$ cat src/rtl/bcd_calc_n_pkg.sv
// Shared types and constants for the N-digit BCD button calculator.
// Holds the FSM states, op encoding, display codes and width helper.
package bcd_calc_n_pkg;

   typedef enum logic [2:0] {
      IDLE,
      ENTER_A,
      ENTER_B,
      COMPUTE,
      CONVERT,
      SHOW
   } state_t;

   typedef enum logic {
      OP_ADD = 1'b0,
      OP_SUB = 1'b1
   } op_t;

   localparam logic [3:0] BLANK = 4'd10;
   localparam logic [3:0] MINUS = 4'd11;

   // Bits needed to hold 2*(10^n_dig - 1), the largest possible sum.
   function automatic int rw_of(input int n_dig);
      longint unsigned maxv;
      int w;
      maxv = 1;
      for (int i = 0; i < n_dig; i++) maxv = maxv * 10;
      maxv = 2 * (maxv - 1);
      w = 0;
      for (int i = 0; i < 64; i++)
         if ((maxv >> i) != 0) w = i + 1;
      return w;
   endfunction

endpackage

$ cat src/rtl/bcd_calc_n_bin2bcd_seq.sv
// Iterative double-dabble: one shift-add-3 step per cycle, RW steps.
// done is high during the final step; bcd holds the result afterwards.
module bin2bcd_seq #(
   parameter int RW = 11,
   parameter int ND = 4
) (
   input  logic            clk,
   input  logic            rst,
   input  logic            start,
   input  logic [RW-1:0]   bin,
   output logic [4*ND-1:0] bcd,
   output logic            done
);

   localparam int CW = $clog2(RW + 1);

   logic [RW-1:0]   sh;
   logic [CW-1:0]   cnt;
   logic [4*ND-1:0] adj;

   always_comb begin
      adj = bcd;
      for (int k = 0; k < ND; k++)
         if (bcd[4*k +: 4] >= 4'd5)
            adj[4*k +: 4] = bcd[4*k +: 4] + 4'd3;
   end

   assign done = (cnt == CW'(1));

   always_ff @(posedge clk) begin
      if (rst) begin
         sh  <= '0;
         cnt <= '0;
         bcd <= '0;
      end else if (start) begin
         sh  <= bin;
         cnt <= CW'(RW);
         bcd <= '0;
      end else if (cnt != '0) begin
         bcd <= {adj[4*ND-2:0], sh[RW-1]};
         sh  <= sh << 1;
         cnt <= cnt - CW'(1);
      end
   end

endmodule

$ cat src/rtl/bcd_calc_n.sv
// Button-driven N-digit BCD add/subtract calculator with sign display.
// Operands are entered digit by digit, result shown after conversion.
module bcd_calc_n
   import bcd_calc_n_pkg::*;
#(
   parameter int N_DIG = 3,
   parameter int RW    = rw_of(N_DIG)
) (
   input  logic                   clk,
   input  logic                   rst,
   input  logic                   plus,
   input  logic                   minus,
   input  logic                   calc,
   input  logic [N_DIG-1:0]       inc,
   output logic [4*(N_DIG+2)-1:0] disp,
   output logic                   busy,
   output logic                   res_valid
);

   localparam int ND = N_DIG + 1;

   state_t state;
   op_t    op;

   logic [RW-1:0] a;
   logic [RW-1:0] b;
   logic [RW-1:0] entry;
   logic [RW-1:0] mag;
   logic          neg;
   logic          neg_next;

   logic [N_DIG-1:0][3:0] dig;
   logic [N_DIG-1:0][3:0] dig_inc;

   logic             arm;
   logic             plus_q;
   logic             minus_q;
   logic             calc_q;
   logic [N_DIG-1:0] inc_q;

   logic             ev_plus;
   logic             ev_minus;
   logic             ev_calc;
   logic             ev_op;
   logic [N_DIG-1:0] ev_inc;
   op_t              op_sel;

   logic            cv_start;
   logic            cv_done;
   logic [4*ND-1:0] bcd;

   // arm masks the first cycle after reset so held buttons stay silent
   assign ev_plus  = arm & plus & ~plus_q;
   assign ev_minus = arm & minus & ~minus_q;
   assign ev_calc  = arm & calc & ~calc_q;
   assign ev_inc   = {N_DIG{arm}} & inc & ~inc_q;
   assign ev_op    = ev_plus | ev_minus;
   assign op_sel   = ev_plus ? OP_ADD : OP_SUB;

   always_comb begin
      entry = '0;
      for (int i = N_DIG - 1; i >= 0; i--)
         entry = entry * RW'(10) + RW'(dig[i]);
   end

   always_comb begin
      dig_inc = dig;
      for (int i = 0; i < N_DIG; i++)
         if (ev_inc[i])
            dig_inc[i] = (dig[i] == 4'd9) ? 4'd0 : dig[i] + 4'd1;
   end

   always_comb begin
      neg_next = 1'b0;
      if (op == OP_ADD) begin
         mag = a + b;
      end else if (a < b) begin
         mag      = b - a;
         neg_next = 1'b1;
      end else begin
         mag = a - b;
      end
   end

   assign cv_start = (state == COMPUTE);

   bin2bcd_seq #(
      .RW(RW),
      .ND(ND)
   ) u_conv (
      .clk  (clk),
      .rst  (rst),
      .start(cv_start),
      .bin  (mag),
      .bcd  (bcd),
      .done (cv_done)
   );

   always_ff @(posedge clk) begin
      if (rst) begin
         state   <= IDLE;
         op      <= OP_ADD;
         a       <= '0;
         b       <= '0;
         neg     <= 1'b0;
         dig     <= '0;
         arm     <= 1'b0;
         plus_q  <= 1'b0;
         minus_q <= 1'b0;
         calc_q  <= 1'b0;
         inc_q   <= '0;
      end else begin
         arm     <= 1'b1;
         plus_q  <= plus;
         minus_q <= minus;
         calc_q  <= calc;
         inc_q   <= inc;
         unique case (state)
            IDLE: begin
               if (ev_op) begin
                  op    <= op_sel;
                  dig   <= '0;
                  state <= ENTER_A;
               end
            end
            ENTER_A: begin
               if (ev_calc) begin
                  a     <= entry;
                  dig   <= '0;
                  state <= ENTER_B;
               end else begin
                  dig <= dig_inc;
               end
            end
            ENTER_B: begin
               if (ev_calc) begin
                  b     <= entry;
                  state <= COMPUTE;
               end else begin
                  dig <= dig_inc;
               end
            end
            COMPUTE: begin
               neg   <= neg_next;
               state <= CONVERT;
            end
            CONVERT: begin
               if (cv_done) state <= SHOW;
            end
            SHOW: begin
               if (ev_calc) begin
                  state <= IDLE;
               end else if (ev_op) begin
                  op    <= op_sel;
                  dig   <= '0;
                  state <= ENTER_A;
               end
            end
            default: state <= IDLE;
         endcase
      end
   end

   assign busy      = (state == COMPUTE) || (state == CONVERT);
   assign res_valid = (state == SHOW);

   always_comb begin
      disp = {(N_DIG+2){BLANK}};
      case (state)
         ENTER_A, ENTER_B: begin
            for (int i = 0; i < N_DIG; i++)
               disp[4*i +: 4] = dig[i];
         end
         SHOW: begin
            for (int k = 0; k < ND; k++)
               disp[4*k +: 4] = bcd[4*k +: 4];
            disp[4*ND +: 4] = neg ? MINUS : BLANK;
         end
         default: ;
      endcase
   end

endmodule

$ cat config.mk
export PLATFORM = sky130hd
export DESIGN_NAME = bcd_calc_n
export DESIGN_NICKNAME = d
export VERILOG_FILES = /design/src/rtl/bcd_calc_n_pkg.sv /design/src/rtl/bcd_calc_n_bin2bcd_seq.sv /design/src/rtl/bcd_calc_n.sv
export SDC_FILE = /design/constraint.sdc
export NUM_CORES = 1
export LEC_CHECK = 0
export CAP_MARGIN = 15
export CORE_ASPECT_RATIO = 1.2
export CORE_MARGIN = 2
export CORE_UTILIZATION = 55
export CTS_CLUSTER_DIAMETER = 80
export DETAILED_ROUTE_END_ITERATION = 8
export GPL_ROUTABILITY_DRIVEN = 0
export PLACE_DENSITY = 0.74
export SYNTH_ARGS = -nofsm -noshare
export SYNTH_HDL_FRONTEND = slang
export SYNTH_SLANG_ARGS = --single-unit
$ cat constraint.sdc
create_clock -name clk -period 7.8 [get_ports clk]
set_input_delay 1.56 -clock clk [delete_from_list [all_inputs] [get_ports clk]]
set_output_delay 1.56 -clock clk [all_outputs]
set_load 0.02 [all_outputs]
==> impl_results.md <==
- DRC: 0
- Critical Path AT: 2610 ps
- Post-synth EDFFs: 0
- Root Buffer Master: clkbuf_16
- Number of vias in the routed layout: 5,336
- Ports: 30
- Routed wire length per instance: 16.69 um
- Hpwl dp: 11.09 mm
- # setup viols final: 0
- Initial Utilization: 56.29%
- Die Span Y: 117.6 um
- Hold depth: 2
- Worst Setup End Kind: output port
- Die area: 11,610 um^2
- Grt total ovfl: 0
- Critical path cell sequence: nor2b_1 -> nand2_1 -> clkinv_1 -> a22oi_1 -> clkdlybuf4s50_1
- Final setup margin: 3630 ps
- TritonCTS clock tree: done
- Status: finished clean
- Mean Syn Cell Area: 7.988 um^2
- FMAX: 0.2398 GHz
- Layout cells sized above 1: 4.371%
- CTS max path bufs: 2
- Wire length on met3: 645 um
- H-tree level count: 3
- Setup TNS Final: 0 ps
- Pleak: 2.577 nW
- Crit-path slowest cell: clkdlybuf4s50_1
- Max cap viols: 0
- Post-route ant nets: 0
- Worst Hold Class: flip-flop to flip-flop
- Worst-path clk slew: 60 ps
- DRT iter0 DRCs: 290
- I/O Buffers: 26
- Resize count post-CTS: 0
- Delay-heaviest family, CP: buffers and inverters
- FF+latch count, synth: 77
- Final hold violation count: 0
- Detailed Route WL: 14.75 mm
- Crit Path Class: flip-flop to output port
- Yosys cell types: 72
- Area contributors post-synth: dfxtp_1 (26%), ha_1 (14%), a21oi_1 (5.7%)
- IR drop worst, VDD: 169.4 uV
- Vias per inst: 6.036
- Area share of the largest cell type after synthesis: 26.04%
- Share of synthesized flip-flops with an asynchronous set or reset: 0%
- First-pass GRT wire length: 24.19 mm
- Unrepaired setup endpoints after global routing: false
- Post-CTS Hold Buffers: 0
- Metal-1 WL: 6.261 mm
- Fin crit period: 4170 ps
- Worst-Skew Late Latency: 330 ps
- Crit Path Max Fanout: 12
- Initial antenna violation count: 0
- Post-CTS setup buffers: 0
- Req. time, crit path: 6240 ps
- Total Nets Final: 833
- Vias in the first global route: 5,201
- YS warnings: 0
- R2R depth: 16
- Period utilization: 53.46%
- Routed met2 length: 7.468 mm
- Pwr Density: 194.3 nW/um^2
- Max Transition Viols Final: 0
- Ant diodes: 0
- Clock sink count: 77
- Synth Cell Area: 5919 um^2
- WP buf/inv: 2
- Post-synthesis instance total: 741
- Sequential-to-total area share from yosys stat: 26.04%
- Die Wd: 98.71 um
- Uppermost layer routed: met4
- CP max stage delay: 640 ps
- CTS buffer count: 9
- Drt pass-1 iters: 6
- Ys flop type: dfxtp_1
- GRT Total Usage: 25.26%
- Worst Setup Start Kind: flip-flop
- FP Rows: 41
- Levels on crit path: 5
- Post-place setup slack: 3806 ps
- Clk_skew: 4.838 ps
- Biggest area consumer among synthesized cells: dfxtp_1
- Area Overhead vs Synth: 11.16%
- Largest net degree at the start of global routing: 40
- Normalized max-slew margin: 34.49%
- Worst-Margin Slew: 981.3 ps
- Core Region: 10,520 um^2
-- path summary, 6_finish.rpt --
kind	startpoint	to	slack, ps
worst min register to register	neg	neg	460
worst min-delay path	neg	neg	460
worst max-delay path	state[1]	disp[9]	3630
worst max register to register	dig[11]	a[10]	3740
-- layout by cell type (no fill, tap or decap), types with 9 or more instances in the layout --
cell type        netlist  routed
a211oi_1              17      17
a21oi_1               68      68
clkbuf_16              0       9
clkdlybuf4s50_1        0      26
dfxtp_1               77      77
ha_1                  68      68
inv_1                 50      50
mux2i_1               23      23
nand2_1               69      69
nand2b_1              13      13
nand3_1               17      17
nor2_1                62      62
nor2b_1               23      23
nor3_1                 9       9
o21a_1                 9       9
o21ai_0               47      47
or3_1                 12      12
xnor2_1               18      18
xor2_1                 9       9
-- cells by family after synthesis --
logic type	share of synthesized area, %
other	0.1269
and+or+nand+nor	19.62
DFF	26.04
AOI/OAI and AO/OA	23.21
buffers and inverters	5.813
xor gates and xnor gates	4.375
muxes	4.079
adders and majority gates	16.74
-- state kept, by name (all words and copies together), names as in the netlist, 3 cells and up --
register,cells
dig,12
u_conv.bcd,16
state,3
b,11
u_conv.sh,11
a,11
u_conv.cnt,4
inc_q,3
-- worst reg2reg max path: cells and delay by family (launching register included) --
kind | cells | cell delay [ps]
AO/OA/AOI/OAI | 4 | 880
XOR/XNOR | 2 | 340
adder cells (fa/ha/maj) | 5 | 1610
buffers and inverters | 2 | 150
flip-flops | 1 | 520
multiplexers | 1 | 140
AND/OR/NAND/NOR | 2 | 340
-- cells in the mapped netlist, types with 5 or more instances --
library cell and n:
or3_1 12, dfxtp_1 77, nor3_1 9, a31oi_1 6, xor2_1 9, o211ai_1 5, a311oi_1 5, nand2b_1 13
and3_1 8, xnor2_1 18, o21ai_0 47, nand3_1 17, o21a_1 9, nor2b_1 23, mux2i_1 23, ha_1 68
a21oi_1 68, nand2_1 69, nor3b_1 6, clkbuf_1 20, buf_2 5, nor2_1 62, a211oi_1 17, inv_1 50
fa_1 7, a21o_1 7
-- per-stage QoR --
| stage | hold slack (ps) | instances | total power (W) | cell area [um^2] | utilization (%) |
|---|---|---|---|---|---|
| after CTS | 456.2 | 884 | 0.001279 | 6580 | 62.57 |
| final | 460.9 | 884 | 0.001278 | 6580 | 62.57 |
| after global routing | 477.7 | 884 | 0.001334 | 6580 | 62.57 |
| after global placement | 441.2 | 868 | 0.0007711 | 6220 | 59.14 |
| after floorplan | 427.5 | 742 | 0.0006994 | 5923 | - |
| after detailed placement | 441.6 | 868 | 0.0007829 | 6220 | 59.14 |
-- layout make-up --
cell class,instances,area (um^2)
inverter,52,195.2
clock inverter,3,90.09
tap,129,161.4
multi-input combinational,582,4046
fill,930,3936
sequential,77,1541
clock buffer,13,270.3
timing repair buffer,28,275.3
-- layer usage --
metal | up-vias | GRT usage, %
met5 | - | 0
met4 | 0 | 8.733
met3 | 33 | 4.276
met2 | 163 | 44.30
met1 | 2506 | 30.98
li1 | 2634 | -
-- power by group --
| group | total (W) | internal, W | leakage, nW | switching (W) |
|---|---|---|---|---|
| logic | 0.000326 | 0.000119 | 1.78 | 0.000207 |
| clock network | 0.000497 | 0.000339 | 0.176 | 0.000158 |
| registers | 0.000455 | 0.000418 | 0.624 | 0.0000372 |
| total | 0.00128 | 0.000876 | 2.58 | 0.000403 |
(Power assumes the default switching activity.)
